--- src/rtl/dmem_arb_pkg.sv ---
// Shared types and constants for the data-memory arbiter.
package dmem_arb_pkg;

  typedef enum logic {
    IDLE   = 1'b0,
    ACCESS = 1'b1
  } state_e;

  typedef logic port_idx_t;

  localparam int CNT_W = 4;

  // funct3 encodings forwarded untouched to the data memory
  localparam logic [2:0] LB  = 3'b000;
  localparam logic [2:0] LH  = 3'b001;
  localparam logic [2:0] LW  = 3'b010;
  localparam logic [2:0] LBU = 3'b100;
  localparam logic [2:0] LHU = 3'b101;
  localparam logic [2:0] SB  = 3'b000;
  localparam logic [2:0] SH  = 3'b001;
  localparam logic [2:0] SW  = 3'b010;

endpackage

--- src/rtl/dmem_arbiter_if.sv ---
// Requester, memory and status signals of the two-port data-memory arbiter.
interface dmem_arbiter_if #(
  parameter int DATA_WIDTH = 32
);
  logic                  r0_req, r0_we, r0_gnt, r0_rvalid;
  logic [DATA_WIDTH-1:0] r0_addr, r0_wdata, r0_rdata;
  logic [2:0]            r0_funct3;
  logic                  r1_req, r1_we, r1_gnt, r1_rvalid;
  logic [DATA_WIDTH-1:0] r1_addr, r1_wdata, r1_rdata;
  logic [2:0]            r1_funct3;
  logic                  mem_wr_en;
  logic [DATA_WIDTH-1:0] mem_addr, mem_wdata, mem_rdata;
  logic [2:0]            mem_funct3;
  logic                  busy;

  modport slave (
    input  r0_req, r0_we, r0_addr, r0_wdata, r0_funct3,
    output r0_gnt, r0_rvalid, r0_rdata,
    input  r1_req, r1_we, r1_addr, r1_wdata, r1_funct3,
    output r1_gnt, r1_rvalid, r1_rdata,
    output mem_wr_en, mem_addr, mem_wdata, mem_funct3,
    input  mem_rdata,
    output busy
  );

  modport master (
    output r0_req, r0_we, r0_addr, r0_wdata, r0_funct3,
    input  r0_gnt, r0_rvalid, r0_rdata,
    output r1_req, r1_we, r1_addr, r1_wdata, r1_funct3,
    input  r1_gnt, r1_rvalid, r1_rdata,
    input  mem_wr_en, mem_addr, mem_wdata, mem_funct3,
    output mem_rdata,
    input  busy
  );
endinterface

--- src/rtl/dmem_rr_arb.sv ---
// Two-way arbiter returning a one-hot grant. Round-robin when
// DMEM_ARB_ROUND_ROBIN_EN is defined, otherwise fixed priority to port 0.
module dmem_rr_arb
  import dmem_arb_pkg::*;
(
  input  logic       clk,
  input  logic       rst_n,
  input  logic       en,
  input  logic [1:0] req,
  output logic [1:0] gnt
);

`ifdef DMEM_ARB_ROUND_ROBIN_EN
  port_idx_t last_q, last_d;

  always_comb begin
    gnt    = 2'b00;
    last_d = last_q;
    if (en) begin
      if (req == 2'b11) gnt = last_q ? 2'b01 : 2'b10;
      else              gnt = req;
    end
    if (gnt != 2'b00) last_d = gnt[1];
  end

  // Reset value 1 means "port 1 was last", so port 0 wins the first tie.
  always_ff @(posedge clk or negedge rst_n) begin
    if (!rst_n) last_q <= 1'b1;
    else        last_q <= last_d;
  end
`else
  logic unused_clk_rst;
  assign unused_clk_rst = clk ^ rst_n;

  always_comb begin
    gnt = 2'b00;
    if (en) begin
      if (req[0])      gnt = 2'b01;
      else if (req[1]) gnt = 2'b10;
    end
  end
`endif

endmodule

--- src/rtl/dmem_arbiter.sv ---
// Shares one data-memory port between two requesters with a fixed access
// latency; arbitration mode selected by DMEM_ARB_ROUND_ROBIN_EN.
module dmem_arbiter
  import dmem_arb_pkg::*;
#(
  parameter int DATA_WIDTH  = 32,
  parameter int MEM_LATENCY = 1
) (
  input logic           clk,
  input logic           rst_n,
  dmem_arbiter_if.slave bus
);

  localparam logic [CNT_W-1:0] CNT_LOAD = CNT_W'(MEM_LATENCY - 1);

  state_e                state_q, state_d;
  logic [CNT_W-1:0]      cnt_q, cnt_d;
  port_idx_t             idx_q, idx_d;
  logic                  we_q, we_d;
  logic [DATA_WIDTH-1:0] addr_q, addr_d;
  logic [DATA_WIDTH-1:0] wdata_q, wdata_d;
  logic [2:0]            funct3_q, funct3_d;
  logic [1:0]            rvalid_q, rvalid_d;
  logic [DATA_WIDTH-1:0] rdata_q [2];
  logic [DATA_WIDTH-1:0] rdata_d [2];
  logic [1:0]            gnt;
  logic                  arb_en;

  // Gating with rst_n keeps gnt low while reset is held.
  assign arb_en = (state_q == IDLE) && rst_n;

  dmem_rr_arb u_arb (
    .clk   (clk),
    .rst_n (rst_n),
    .en    (arb_en),
    .req   ({bus.r1_req, bus.r0_req}),
    .gnt   (gnt)
  );

  always_comb begin
    state_d  = state_q;
    cnt_d    = cnt_q;
    idx_d    = idx_q;
    we_d     = we_q;
    addr_d   = addr_q;
    wdata_d  = wdata_q;
    funct3_d = funct3_q;
    rvalid_d = 2'b00;
    rdata_d  = rdata_q;
    case (state_q)
      IDLE: begin
        if (gnt != 2'b00) begin
          idx_d    = gnt[1];
          we_d     = gnt[1] ? bus.r1_we     : bus.r0_we;
          addr_d   = gnt[1] ? bus.r1_addr   : bus.r0_addr;
          wdata_d  = gnt[1] ? bus.r1_wdata  : bus.r0_wdata;
          funct3_d = gnt[1] ? bus.r1_funct3 : bus.r0_funct3;
          cnt_d    = CNT_LOAD;
          state_d  = ACCESS;
        end
      end
      ACCESS: begin
        if (cnt_q == '0) begin
          rvalid_d[idx_q] = 1'b1;
          rdata_d[idx_q]  = we_q ? '0 : bus.mem_rdata;
          state_d         = IDLE;
        end else begin
          cnt_d = cnt_q - 1'b1;
        end
      end
      default: state_d = IDLE;
    endcase
  end

  always_ff @(posedge clk or negedge rst_n) begin
    if (!rst_n) begin
      state_q  <= IDLE;
      cnt_q    <= '0;
      idx_q    <= 1'b0;
      we_q     <= 1'b0;
      addr_q   <= '0;
      wdata_q  <= '0;
      funct3_q <= '0;
      rvalid_q <= 2'b00;
      rdata_q  <= '{default: '0};
    end else begin
      state_q  <= state_d;
      cnt_q    <= cnt_d;
      idx_q    <= idx_d;
      we_q     <= we_d;
      addr_q   <= addr_d;
      wdata_q  <= wdata_d;
      funct3_q <= funct3_d;
      rvalid_q <= rvalid_d;
      rdata_q  <= rdata_d;
    end
  end

  // The counter still holds its load value only in the first ACCESS cycle,
  // so a store reaches the memory exactly once.
  assign bus.mem_wr_en  = (state_q == ACCESS) && we_q && (cnt_q == CNT_LOAD);
  assign bus.mem_addr   = addr_q;
  assign bus.mem_wdata  = wdata_q;
  assign bus.mem_funct3 = funct3_q;
  assign bus.busy       = (state_q == ACCESS);
  assign bus.r0_gnt     = gnt[0];
  assign bus.r1_gnt     = gnt[1];
  assign bus.r0_rvalid  = rvalid_q[0];
  assign bus.r1_rvalid  = rvalid_q[1];
  assign bus.r0_rdata   = rdata_q[0];
  assign bus.r1_rdata   = rdata_q[1];

endmodule

--- src/flat_wrapper.sv ---
// flat-port wrapper written by rule: the top's interface ports become plain ports
module dmem_arbiter_flat import dmem_arb_pkg::*;
#(
  parameter int DATA_WIDTH  = 32,
  parameter int MEM_LATENCY = 1
)
  (clk, rst_n, bus_r0_req, bus_r0_we, bus_r0_addr, bus_r0_wdata, bus_r0_funct3, bus_r0_gnt, bus_r0_rvalid, bus_r0_rdata, bus_r1_req, bus_r1_we, bus_r1_addr, bus_r1_wdata, bus_r1_funct3, bus_r1_gnt, bus_r1_rvalid, bus_r1_rdata, bus_mem_wr_en, bus_mem_addr, bus_mem_wdata, bus_mem_funct3, bus_mem_rdata, bus_busy);
  dmem_arbiter_if #(.DATA_WIDTH(DATA_WIDTH)) bus_i ();
  input logic clk;
  input logic rst_n;
  input wire logic [$bits(bus_i.r0_req)-1:0] bus_r0_req;
  input wire logic [$bits(bus_i.r0_we)-1:0] bus_r0_we;
  input wire logic [$bits(bus_i.r0_addr)-1:0] bus_r0_addr;
  input wire logic [$bits(bus_i.r0_wdata)-1:0] bus_r0_wdata;
  input wire logic [$bits(bus_i.r0_funct3)-1:0] bus_r0_funct3;
  output wire logic [$bits(bus_i.r0_gnt)-1:0] bus_r0_gnt;
  output wire logic [$bits(bus_i.r0_rvalid)-1:0] bus_r0_rvalid;
  output wire logic [$bits(bus_i.r0_rdata)-1:0] bus_r0_rdata;
  input wire logic [$bits(bus_i.r1_req)-1:0] bus_r1_req;
  input wire logic [$bits(bus_i.r1_we)-1:0] bus_r1_we;
  input wire logic [$bits(bus_i.r1_addr)-1:0] bus_r1_addr;
  input wire logic [$bits(bus_i.r1_wdata)-1:0] bus_r1_wdata;
  input wire logic [$bits(bus_i.r1_funct3)-1:0] bus_r1_funct3;
  output wire logic [$bits(bus_i.r1_gnt)-1:0] bus_r1_gnt;
  output wire logic [$bits(bus_i.r1_rvalid)-1:0] bus_r1_rvalid;
  output wire logic [$bits(bus_i.r1_rdata)-1:0] bus_r1_rdata;
  output wire logic [$bits(bus_i.mem_wr_en)-1:0] bus_mem_wr_en;
  output wire logic [$bits(bus_i.mem_addr)-1:0] bus_mem_addr;
  output wire logic [$bits(bus_i.mem_wdata)-1:0] bus_mem_wdata;
  output wire logic [$bits(bus_i.mem_funct3)-1:0] bus_mem_funct3;
  input wire logic [$bits(bus_i.mem_rdata)-1:0] bus_mem_rdata;
  output wire logic [$bits(bus_i.busy)-1:0] bus_busy;
  assign bus_i.r0_req = bus_r0_req;
  assign bus_i.r0_we = bus_r0_we;
  assign bus_i.r0_addr = bus_r0_addr;
  assign bus_i.r0_wdata = bus_r0_wdata;
  assign bus_i.r0_funct3 = bus_r0_funct3;
  assign bus_r0_gnt = bus_i.r0_gnt;
  assign bus_r0_rvalid = bus_i.r0_rvalid;
  assign bus_r0_rdata = bus_i.r0_rdata;
  assign bus_i.r1_req = bus_r1_req;
  assign bus_i.r1_we = bus_r1_we;
  assign bus_i.r1_addr = bus_r1_addr;
  assign bus_i.r1_wdata = bus_r1_wdata;
  assign bus_i.r1_funct3 = bus_r1_funct3;
  assign bus_r1_gnt = bus_i.r1_gnt;
  assign bus_r1_rvalid = bus_i.r1_rvalid;
  assign bus_r1_rdata = bus_i.r1_rdata;
  assign bus_mem_wr_en = bus_i.mem_wr_en;
  assign bus_mem_addr = bus_i.mem_addr;
  assign bus_mem_wdata = bus_i.mem_wdata;
  assign bus_mem_funct3 = bus_i.mem_funct3;
  assign bus_i.mem_rdata = bus_mem_rdata;
  assign bus_busy = bus_i.busy;
  dmem_arbiter #(.DATA_WIDTH(DATA_WIDTH), .MEM_LATENCY(MEM_LATENCY)) u_core (.clk(clk), .rst_n(rst_n), .bus(bus_i));
endmodule
--- config.mk ---
export PLATFORM = sky130hd
export DESIGN_NAME = dmem_arbiter_flat
export DESIGN_NICKNAME = d
export VERILOG_FILES = /design/src/rtl/dmem_arb_pkg.sv /design/src/rtl/dmem_arbiter_if.sv /design/src/rtl/dmem_rr_arb.sv /design/src/rtl/dmem_arbiter.sv /design/src/flat_wrapper.sv
export SDC_FILE = /design/constraint.sdc
export NUM_CORES = 1
export LEC_CHECK = 0
export CAP_MARGIN = 10
export CORE_ASPECT_RATIO = 1.1
export CORE_MARGIN = 1.5
export CORE_UTILIZATION = 43
export CTS_CLUSTER_SIZE = 28
export DETAILED_ROUTE_END_ITERATION = 12
export PLACE_DENSITY = 0.82
export SLEW_MARGIN = 10
export SYNTH_ARGS = -nofsm -noshare
export SYNTH_HDL_FRONTEND = slang
export SYNTH_SLANG_ARGS = --single-unit
--- constraint.sdc ---
create_clock -name clk -period 2.1 [get_ports clk]
set_input_delay 0.42 -clock clk [delete_from_list [all_inputs] [get_ports clk]]
set_output_delay 0.42 -clock clk [all_outputs]
set_load 0.005 [all_outputs]
==> results.txt, run 1 <==
* Outcome: complete, no violations
- For this design, the sink count on the clock tree is between 100 and 150.
* Number of max-cap violations: 0
- The number of max-slew violations in the final report came to 0.
- From synthesis to final layout, the design area changed by 54.07%.
* Antenna Violating Nets Remaining: 0
- Net switching power figure: 2.817 mW
* Port bufs: 308
- Averaged over all synthesized cells, the footprint is 11.69 um2.
* Cell count after synthesis: 606
- Fill cells in the final layout number 1,238.
- Via count of the first global-routing pass: around 6,000
- The library cell used most frequently in the layout, excluding fill and tap cells, is clkdlybuf4s50_1.
* Level count of the clock H-tree: 4
* Starting utilization of the core area: approximately 44%
- Of all nets on the critical path, the largest fanout is 44.
- Summed over all failing endpoints, the final setup total negative slack is 0 ns.
- Setup repair after global routing left no endpoint under its margin.
* Number of nets in the final layout: roughly 1,100
- IO Count: 309
* Count of distinct cell types in the synthesized netlist: 27
- Critical path arrival: 1.60 ns
- Clock input transition at the sequential cells of the worst setup and hold paths: around 0.06 ns
- The largest total area in the synthesized netlist belongs to dfrtp_1.
- Entering global routing, the biggest net connects between 100 and 150 pins.
* Global-route wire length before repair: 32,510 um
- Total power: approximately 10 mW
* Final critical path time including I/O delays and setup: between 2 and 2.5 ns
* LEAKAGE: 4.395 nW
- In this run switching power makes up 27.61% of total power.
- Per-cell via count in the routed design: ~5.5
- At the worst endpoint, the required time is 1.68 ns.
- Hold buffer count at CTS: 0
* Sequential element share of the synthesized area: 49.46%
- Half-perimeter wire length after placement: 14,190 um
* CP startpoint kind: flip-flop
- Vertical extent of the die: 137.6 um
* Die Area: 17,250 um2
- Combinational logic burns roughly a third of the power.
- Internal Dissipation: 7.385 mW
* Syn nets: 779
* DRT iter0 DRCs: about 340
- The first TritonRoute pass finished after 5 iterations.
- Total CTS buffers: 17
- Final count of negative-setup-slack endpoints: 0
- Area of the placeable core: around 16,000 um2
- Final design instance area without fill: ~11,000 um2
- Per report_power, the clock group accounts for 29.3% of the total.
- Clock tree from TritonCTS: yes
* Clock network latency to the later pin of the worst-skew pair: 0.42 ns
* Hold Vio Cnt, Final: 0
* Total global-route track usage: between 20% and 30%
- Total via count in the routed design: slightly above 6,000
- For the pin with the worst max-slew slack, the measured transition is 0.7041 ns.
* Area occupied by registers: approximately 3500 um2
- Worst vdd ir: between 500 and 600 uV
- GPL Wtd Cong: 0.8095
- Global route total overflow: 0
- Standard-cell rows: 49
- Part of the total power dissipated in sequential elements: between 30% and 40%
- The routed design has 21,120 um of wire.
* Class of the tightest hold or removal check: input pin to async pin
* Post-DR wirelength/cell: 19.13 um
- Cell types with the largest area share after synthesis: dfrtp_1 (49%), a221o_1 (9.5%), nand4b_1 (8.4%)
- Power per unit of standard cell area: 934.8 nW/um2
- Number of flip-flops and latches in the synthesized netlist: 140
- Max Freq: 0.4957 GHz
- The longest clock path from root to sink contains 2 buffers.
- The setup path with the least slack is of type flip-flop to primary output.
- Number of remaining DRC errors: 0
- Clock Tree Root: clkbuf_16
- Category of the worst setup path capture point: primary output
- The multi-input combinational cells in the finished layout cover a total of 3258 um2.
* Top cell type's share of synthesized area: between 40% and 50%
- The initial antenna violation count was 1.
- The cell area that synthesis handed to floorplanning was 7083 um2.
* Relative slew slack: between 50 and 60%
* Yosys synthesis warning count: 0
* Most used cells in the layout excluding fill and tap cells: clkdlybuf4s50_1 (302), dfrtp_1 (139), a21oi_1 (69)
- Of the cells placed in the final design, the portion with a size suffix greater than 1 is 14.02%.
* Skew final: around 0.013 ns
- Die width: 125.4 um
- After detailed placement, the total cell area comes to 10,290 um2.
* Share of the clock period used by the worst path after layout: 96.07%
synthesized netlist by cell type:
master	instances
dfrtp_1	140
a21oi_1	69
nand2b_1	69
nand4b_1	68
a221o_1	67
mux2_2	41
clkbuf_1	38
nor2b_1	33
mux2_4	23
buf_2	15
o21ai_0	10
buf_6	7
buf_1	5
inv_1	3
nor2_1	3
and3b_1	2
mux2i_1	2
nor2b_4	2
and2_1	1
and2_4	1
and4bb_2	1
ha_1	1
nand2_1	1
nand2_2	1
nand3b_1	1
nor3_1	1
o211ai_1	1
layout make-up:
type                    instances  share of cell area [%]
diodes                          1                 0.02293
clock buffers                  18                   4.024
clock inverters                14                   1.353
inverters                       3                  0.1032
multi-input cells             398                   29.86
flip-flops and latches        140                   32.11
well taps                     204                   2.339
repair buffers                326                   30.19
kinds of logic after synthesis:
kind of cell,Yosys count,share of synthesized area (%)
AND/OR/NAND/NOR,184,18.92
AO/OA/AOI/OAI,147,15.16
flip-flops,140,49.46
buffers and inverters,68,4.611
multiplexers,66,11.68
adder cells (fa/ha/maj),1,0.1766
per-layer routing:
layer,wire length (um),global-route usage (%),vias up
li1,-,-,2834
met1,8516,29.96,2957
met2,10320,38.55,278
met3,1867,8.583,32
met4,415,8.270,0
met5,0,0,-
state kept, by name (all words and copies together) (netlist names):
register / cells
u_core.bus.r0_rdata: 32
u_core.idx_q: 1
u_core.bus.busy: 1
u_core.bus.r1_rdata: 32
u_core.bus.mem_funct3: 3
u_core.bus.mem_wdata: 32
u_core.bus.mem_addr: 32
u_core.cnt_q: 4
u_core.rvalid_q: 2
u_core.we_q: 1
critical path, stage by stage, from the launching register on:
cell,delay [ns]
dfrtp_2,0.42
buf_12,0.21
clkdlybuf4s50_1,0.55
per-stage QoR:
step	utilization [%]	hold slack (ns)	cells	setup slack, ns
after CTS	67.14	0.08018	1102	0.01414
after detailed placement	63.36	0.4920	1068	0.1330
after global placement	63.36	0.4823	1068	0.1517
after floorplan	-	0.1244	606	0.4007
final	67.17	0.07011	1104	0.08260
after global routing	67.17	0.08917	1104	0.0005274
power groups by stage:
stage / sequential, mW / clock (mW) / combinational (mW)
finish: 3.89 / 2.98 / 3.33
global placement: 3.88 / 0 / 3.30
global route: 3.98 / 3.17 / 3.56
CTS: 3.88 / 3.05 / 3.37
detailed placement: 3.90 / 0 / 3.35
floorplan: 3.92 / 0 / 1.20
what timing repair did:
action	4_1_cts	5_1_grt
buffers inserted	2	1
resized for setup	8	1
endpoints found under the setup margin	4	1
path summary, 6_finish.rpt:
| check | startpoint | endpoint | slack, ns | cells after the start |
|---|---|---|---|---|
| worst max-delay path | u_core.bus.busy | bus_busy | 0.08 | 2 |
| worst min-delay path | rst_n | u_core.bus.r1_rdata[30] | 0.07 | 2 |
| worst max register to register | u_core.cnt_q[1] | u_core.bus.r0_rdata[9] | 0.21 | 7 |
| worst min register to register | u_core.bus.r1_rdata[25] | u_core.bus.r1_rdata[25] | 0.50 | 1 |
| max in group asynchronous | rst_n | u_core.bus.r1_rdata[1] | 1.35 | 3 |
| min in group clk | u_core.bus.r1_rdata[25] | u_core.bus.r1_rdata[25] | 0.50 | 1 |
Power figures use the tool's default switching activity.
==> run 2: changes to the inputs <==
- clock period: 2.1 -> 1.9 ns (I/O delays scaled with it)
==> run 2 against run 1 <==
Net effect:
- clock skew down 0.0032 ns
- setup slack got worse by 0.042 ns
- count of clock-buffer cells in the layout is the same
- clock power about the same
- total power up 7.8%
- cell area rose by 0.71%
- utilization grew 0.48 points
- via count grew 1.1%
- largest power group unchanged
- highest routed layer is now met5
==> results.txt, run 2 (synthesis gave the netlist of run 1 again) <==
* Starting utilization of the core area: 43.60% (unchanged)
* Net switching power figure: 3.012 mW (+6.9%)
* Fraction of power consumed by combinational cells: 33.9% (+1.3 points)
- The detailed-route DRC error count came to 0 (unchanged).
- Cell area after placement: 10,370 um2 (+0.75%)
- Setup repair after global routing could not meet its margin everywhere.
- First-pass iteration count of the detailed router: 4 (-1)
* Per-cell via count in the routed design: 5.542 (+0.28%)
* Final count of negative-setup-slack endpoints: 0 (unchanged)
* Part of the total power dissipated in sequential elements: 39.0% (+0.9 points)
* Critical path, cell by cell: inv_1 -> ha_2 -> and4bb_2 -> and2_4 -> buf_6
* Power share of the clock group: 27.1% (-2.2 points)
- The routability congestion estimate from global placement came to 0.8256 (+2.0%).
- Total via count in the routed design: 6,168 (+1.1%)
- Clock Tree Root: clkbuf_16
- The die height was 137.6 um (unchanged).
- Half-perimeter wire length after placement: 14,140 um (-0.36%)
- The maximum vdd ir drop is 616.8 uV (+4.2%).
- The switching power as a share of total power was 27.38% (-0.23 points).
* Maximum number of pins on one net before global-route repair: 114 (+13%)
- Global route total overflow: 0 (unchanged)
- Relative slew slack: 68.07% (+15 points)
- Clock tree from TritonCTS: yes
* Count of filler cells inserted in the layout: 1,216 (-1.8%)
* Skew final: 0.009848 ns (-0.003205 ns)
* Final design instance area without fill: 10,990 um2 (+0.71%)
- Among all stages on the critical path, the largest delay is contributed by dfrtp_1.
* Post-DR wirelength/cell: 19.03 um (-0.51%)
- Least-Margin Pin Slew: 0.4789 ns (-0.2251 ns)
- The delay of the slowest cell on the worst path came to 0.38 ns (-0.17 ns).
- The critical path arrival is 1.48 ns (-0.12 ns).
- The maximum fanout along the worst path is 3 (-93%).
- The smallest clock period supported by the final layout is computed as 1.859 ns.
- Based on the critical path, the design can be clocked at up to 0.5379 GHz.
- The max-capacitance violation count came to 0 (unchanged).
- Hold buffer count at CTS: 0 (unchanged)
- Most used cells in the layout excluding fill and tap cells: clkdlybuf4s50_1 (301), dfrtp_1 (139), a21oi_1 (69)
- DRT iter0 DRCs: 360 (+6.2%)
- Antenna Violating Nets Remaining: 0 (unchanged)
- The number of hold violations in the final report was 0 (unchanged).
- The cell leakage power is 4.448 nW (+1.2%).
* Outcome: complete, no violations
- Critical path start-end classification: flip-flop to primary output
* Most common cell after layout, fill and taps aside: clkdlybuf4s50_1
- The total power divided by cell area was 1001 nW/um2 (+7.1%).
- Total power: 11.00 mW (+7.8%)
* Global-route wire length before repair: 33,320 um (+2.5%)
- Number of antenna violations at the first check in global routing: 2 (+1)
* Clk buf depth: 2 (unchanged)
- The data required time of the critical path was 1.52 ns (-0.16 ns).
- The path class of the tightest hold or removal check is input pin to async pin.
- The row count was 49 (unchanged).
- Via count of the first global-routing pass: 6,044 (+0.78%)
- CTS Sinks: 140 (unchanged)
- The port buffer count was 308 (unchanged).
- Drt total wl: 21,190 um (+0.30%)
- Total global-route track usage: 24.57% (+0.65 points)
* Clock input transition at the sequential cells of the worst setup and hold paths: 0.06 ns (about the same)
- Internal Dissipation: 7.988 mW (+8.2%)
* Die Area: 17,250 um2 (unchanged)
- The worst setup path is captured at a primary output.
- Die width: 125.4 um (unchanged)
- STA classifies the critical path startpoint as a flip-flop.
- Number of nets in the final layout: 1,069 (+0.94%)
- The number of top-level pins was 309 (unchanged).
- Number of max-slew violations in the final report: 0 (unchanged)
- The area growth from synthesis to layout is 55.17%.
- Level count of the clock H-tree: 4 (unchanged)
- The area of the placeable core came to 16,250 um2 (unchanged).
* Share of the clock period used by the worst path after layout: 97.84%
- The number of CTS-inserted buffers came to 17 (unchanged).
- The clock latency on the worst-skew pair is 0.42 ns (about the same).
- Share of post-route cells with drive strength above 1: 14.98% (+0.96 points)
==> run 2: metrics by stage <==
| step | setup slack (ns) | hold slack [ns] | std cells | TNS, ns | util (%) |
|---|---|---|---|---|---|
| finish | 0.04102 | 0.08244 | 1113 | 0 | 67.65 |
| global route | -0.03434 | 0.09315 | 1113 | -0.03484 | 67.65 |
| floorplan | 0.2007 | 0.08441 | 606 | 0 | - |
| global placement | 0.05541 | 0.4860 | 1075 | 0 | 63.84 |
| detailed placement | 0.04218 | 0.4932 | 1075 | 0 | 63.84 |
| CTS | -0.001198 | 0.07779 | 1111 | -0.001198 | 67.47 |
==> run 2: worst max-delay path: cells and delay by family, from the launching register on <==
kind / cells / cell delay (ns)
adder cells (fa/ha/maj): 1 / 0.16
buffers and inverters: 2 / 0.15
AND/OR/NAND/NOR: 2 / 0.38
flip-flops: 1 / 0.38
==> run 2: layout make-up <==
class / count / area [um2] / share of cell area [%]
diodes: 1 / 2.502 / 0.02277
repair buffers: 336 / 3421 / 31.12
inverters: 3 / 11.26 / 0.1025
flip-flops and latches: 140 / 3505 / 31.89
clock buffers: 18 / 429.2 / 3.905
clock inverters: 13 / 95.09 / 0.8652
multi-input cells: 398 / 3272 / 29.77
well taps: 204 / 255.2 / 2.322
==> run 2: per-layer routing <==
metal	GRT usage (%)	vias up	wire length [um]
li1	-	2856	-
met1	30.70	3033	8483
met2	40.32	254	10520
met3	8.311	23	1834
met4	8.018	2	334
met5	0	-	9
==> run 2: final timing paths <==
check,startpoint,slack [ns],to,cells past startpoint
setup reg to reg,u_core.cnt_q[1],0.08,u_core.bus.r0_rdata[8],7
min in group clk,bus_r0_req,0.37,u_core.bus.mem_funct3[1],3
setup / recovery,u_core.cnt_q[1],0.04,bus_mem_wr_en,5
hold / removal,rst_n,0.08,u_core.bus.r1_rdata[18],3
max in group asynchronous,rst_n,1.18,u_core.bus.r1_rdata[29],4
hold reg to reg,u_core.bus.r1_rdata[11],0.50,u_core.bus.r1_rdata[11],1
==> run 2: repair_timing <==
action,4_1_cts,5_1_grt
pin swaps,0,3
cloned,1,0
resized for setup,10,8
setup buffers,4,1
setup endpoints to repair,4,10
==> run 2: power by group through the flow <==
stage               clock [mW]  combinational, mW  sequential, mW
floorplan                    0               1.33            4.33
global placement             0               3.66            4.29
detailed placement           0               3.72            4.31
CTS                       3.04               3.76            4.29
global route              3.16               4.00            4.40
finish                    2.98               3.73            4.29
==> run 3: changes to the inputs <==
- REMOVE_ABC_BUFFERS: default -> 1
- SETUP_SLACK_MARGIN: default -> 0.4
==> run 3 against run 2 <==
Net effect:
- cell area grew 14%
- the flow now finishes with violations (negative setup slack)
- combinational power grew 16%
- critical endpoint is now u_core.bus.r0_rdata[10]
- global-route usage grew 3.7 points
- first-iteration DRC count shrank 5.3%
- sequential share of layout area shrank 3.9 points
- register-to-register slack lost 0.09 ns
==> results.txt, run 3 (synthesis gave the netlist of run 1 again) <==
* Clock input transition at the sequential cells of the worst setup and hold paths: 0.06 ns (about the same)
- CTS Sinks: 140 (unchanged)
* Via count of the first global-routing pass: 6,732 (+11%)
- Number of cells in the design after placement: 1,072 (-0.28%)
- Port bufs: 308 (unchanged)
- The detailed-placement wirelength estimate came to 14,530 um (+2.7%).
- The number of top-level pins was 309 (unchanged).
- Drt total wl: 27,230 um (+29%)
- Power per unit of standard cell area: 950.9 nW/um2 (-5.0%)
- Clk buf depth: 2 (unchanged)
* Post-DR wirelength/cell: 22.14 um (+16%)
- Critical path arrival: 2.20 ns (+0.72 ns)
- Number of remaining DRC errors: 0 (unchanged)
- Antenna diode instance count: 0 (-1)
- Total via count in the routed design: 6,941 (+13%)
* Maximum number of pins on one net before global-route repair: 138 (+21%)
- The routability congestion estimate from global placement is 0.7953 (-3.7%).
- The initial antenna violation count came to 0 (-2).
- Worst endpoint required time: 2.19 ns (+0.67 ns)
- Outcome: finished with violations
- The fraction of final layout cells with drive strength greater than 1 is 25.63% (+11 points).
* First-pass iteration count of the detailed router: 5 (+1)
* LEAKAGE: 5.626 nW (+26%)
- The maximum fanout along the worst path was 6 (+3).
* Most used cells in the layout excluding fill and tap cells: clkdlybuf4s50_1 (168), dfrtp_1 (139), dlygate4sd2_1 (117)
- Clock Tree Root: clkbuf_16
- Unrepaired setup endpoints after global routing: yes
- Area of the placeable core: 16,250 um2 (unchanged)
- Die Area: 17,250 um2 (unchanged)
- The number of standard cells in the layout, taps in and fillers out came to 1,230 (+11%).
- Share of the clock period used by the worst path after layout: 100.7% (+2.9 points)
* Antenna Violating Nets Remaining: 0 (unchanged)
- The clock latency on the worst-skew pair was 0.41 ns (about the same).
- Violations in the final reports: negative setup slack
- The number of levels the H-tree was split into came to 4 (unchanged).
- The worst setup path is captured at a flip-flop.
- The net total in the final layout came to 1,186 (+11%).
* Number of max-slew violations in the final report: 0 (unchanged)
- The count of cells along the worst register-to-register path was 9 (+2).
* Skew final: 0.01533 ns (+0.005485 ns)
- The tightest min-delay check is of the input pin to async pin type.
- Starting utilization of the core area: 43.60% (unchanged)
* Standard-cell rows: 49 (unchanged)
* DRT iter0 DRCs: 341 (-5.3%)
- The leftover overflow at the end of global routing was 0 (unchanged).
- Final critical path time including I/O delays and setup: 1.913 ns (+0.05436 ns)
- The detail-routed via count per cell is 5.643 (+1.8%).
- CP startpoint kind: flip-flop
* Most common cell after layout, fill and taps aside: clkdlybuf4s50_1
- Number of max-cap violations: 0 (unchanged)
- The total of hold buffers inserted after clock tree synthesis came to 0 (unchanged).
- The aggregate negative setup slack came to -0.06679 ns (-0.06679 ns).
- The wire length of the first global-routing pass is 37,750 um (+13%).
- The final worst-path setup slack was -0.01335 ns (-0.05436 ns).
- The headroom to the max-slew limit was 59.17% (-8.9 points).
- Worst vdd ir: 667.4 uV (+8.2%)
- Critical path start-end classification: flip-flop to flip-flop
- Least-Margin Pin Slew: 0.6102 ns (+0.1313 ns)
- The number of filler instances in the final layout came to 1,059 (-13%).
- Place WS: 0.02925 ns (-0.01293 ns)
* Hold Vio Cnt, Final: 0 (unchanged)
- TritonCTS built the clock tree.
- Vertical extent of the die: 137.6 um (unchanged)
* Growth of design area from synthesis to finish: 76.75%
* Worst slack on hold paths: 0.1122 ns (+0.02977 ns)
* Total global-route track usage: 28.24% (+3.7 points)
- The width of the die is 125.4 um (unchanged).
- Max Freq: 0.5226 GHz (-2.8%)
- The final setup violation count is 11 (+11).
- Total CTS buffers: 17 (unchanged)
==> run 3: timing repair <==
item                                    CTS  global route
pin swaps                                53            25
cloned                                   18            11
resized for setup                       199            47
buffers inserted                         81            16
endpoints found under the setup margin  272           162
==> run 3: final timing paths <==
path / from / endpoint / slack [ns]
max: u_core.cnt_q[0] / u_core.bus.r0_rdata[10] / -0.01
min: rst_n / u_core.idx_q / 0.11
max reg2reg: u_core.cnt_q[0] / u_core.bus.r0_rdata[10] / -0.01
min reg2reg: u_core.bus.r1_rdata[26] / u_core.bus.r1_rdata[26] / 0.50
max in group asynchronous: rst_n / u_core.bus.r1_rdata[29] / 1.23
min in group clk: rst_n / u_core.idx_q / 0.50
==> run 3: stage by stage <==
step	util (%)	power, mW	cell area, um2
finish	77.06	11.90	12520
global route	77.06	12.42	12520
global placement	63.54	7.947	10320
floorplan	-	5.541	6768
CTS	74.02	11.61	12030
detailed placement	63.54	8.068	10320
==> run 3: layer usage <==
layer	vias to the layer above	wire, um	track usage (%)
met2	338	13900	49.30
li1	3104	-	-
met4	0	453	6.187
met1	3464	10920	36.30
met5	-	0	0
met3	35	1951	6.058
==> run 3: final cells by class <==
class	instances	area [um2]	area share [%]
repair buffers	453	4852	38.76
clock buffers	18	429.2	3.428
inverters	3	11.26	0.08995
clock inverters	14	147.6	1.179
flip-flops and latches	140	3505	27.99
well taps	204	255.2	2.039
multi-input cells	398	3319	26.51
==> run 3: report_power, final <==
group	internal [mW]	switching [mW]	total, mW
clock	1.86	1.46	3.32
combinational	2.76	1.58	4.34
sequential	3.76	0.481	4.24
==> run 3: critical path, stage by stage, from the launching register on <==
cell	delay, ns
dfrtp_1	0.38
inv_1	0.06
ha_2	0.17
and4bb_2	0.26
buf_6	0.10
buf_6	0.08
nor2b_4	0.16
buf_12	0.14
clkbuf_16	0.16
mux2_4	0.30
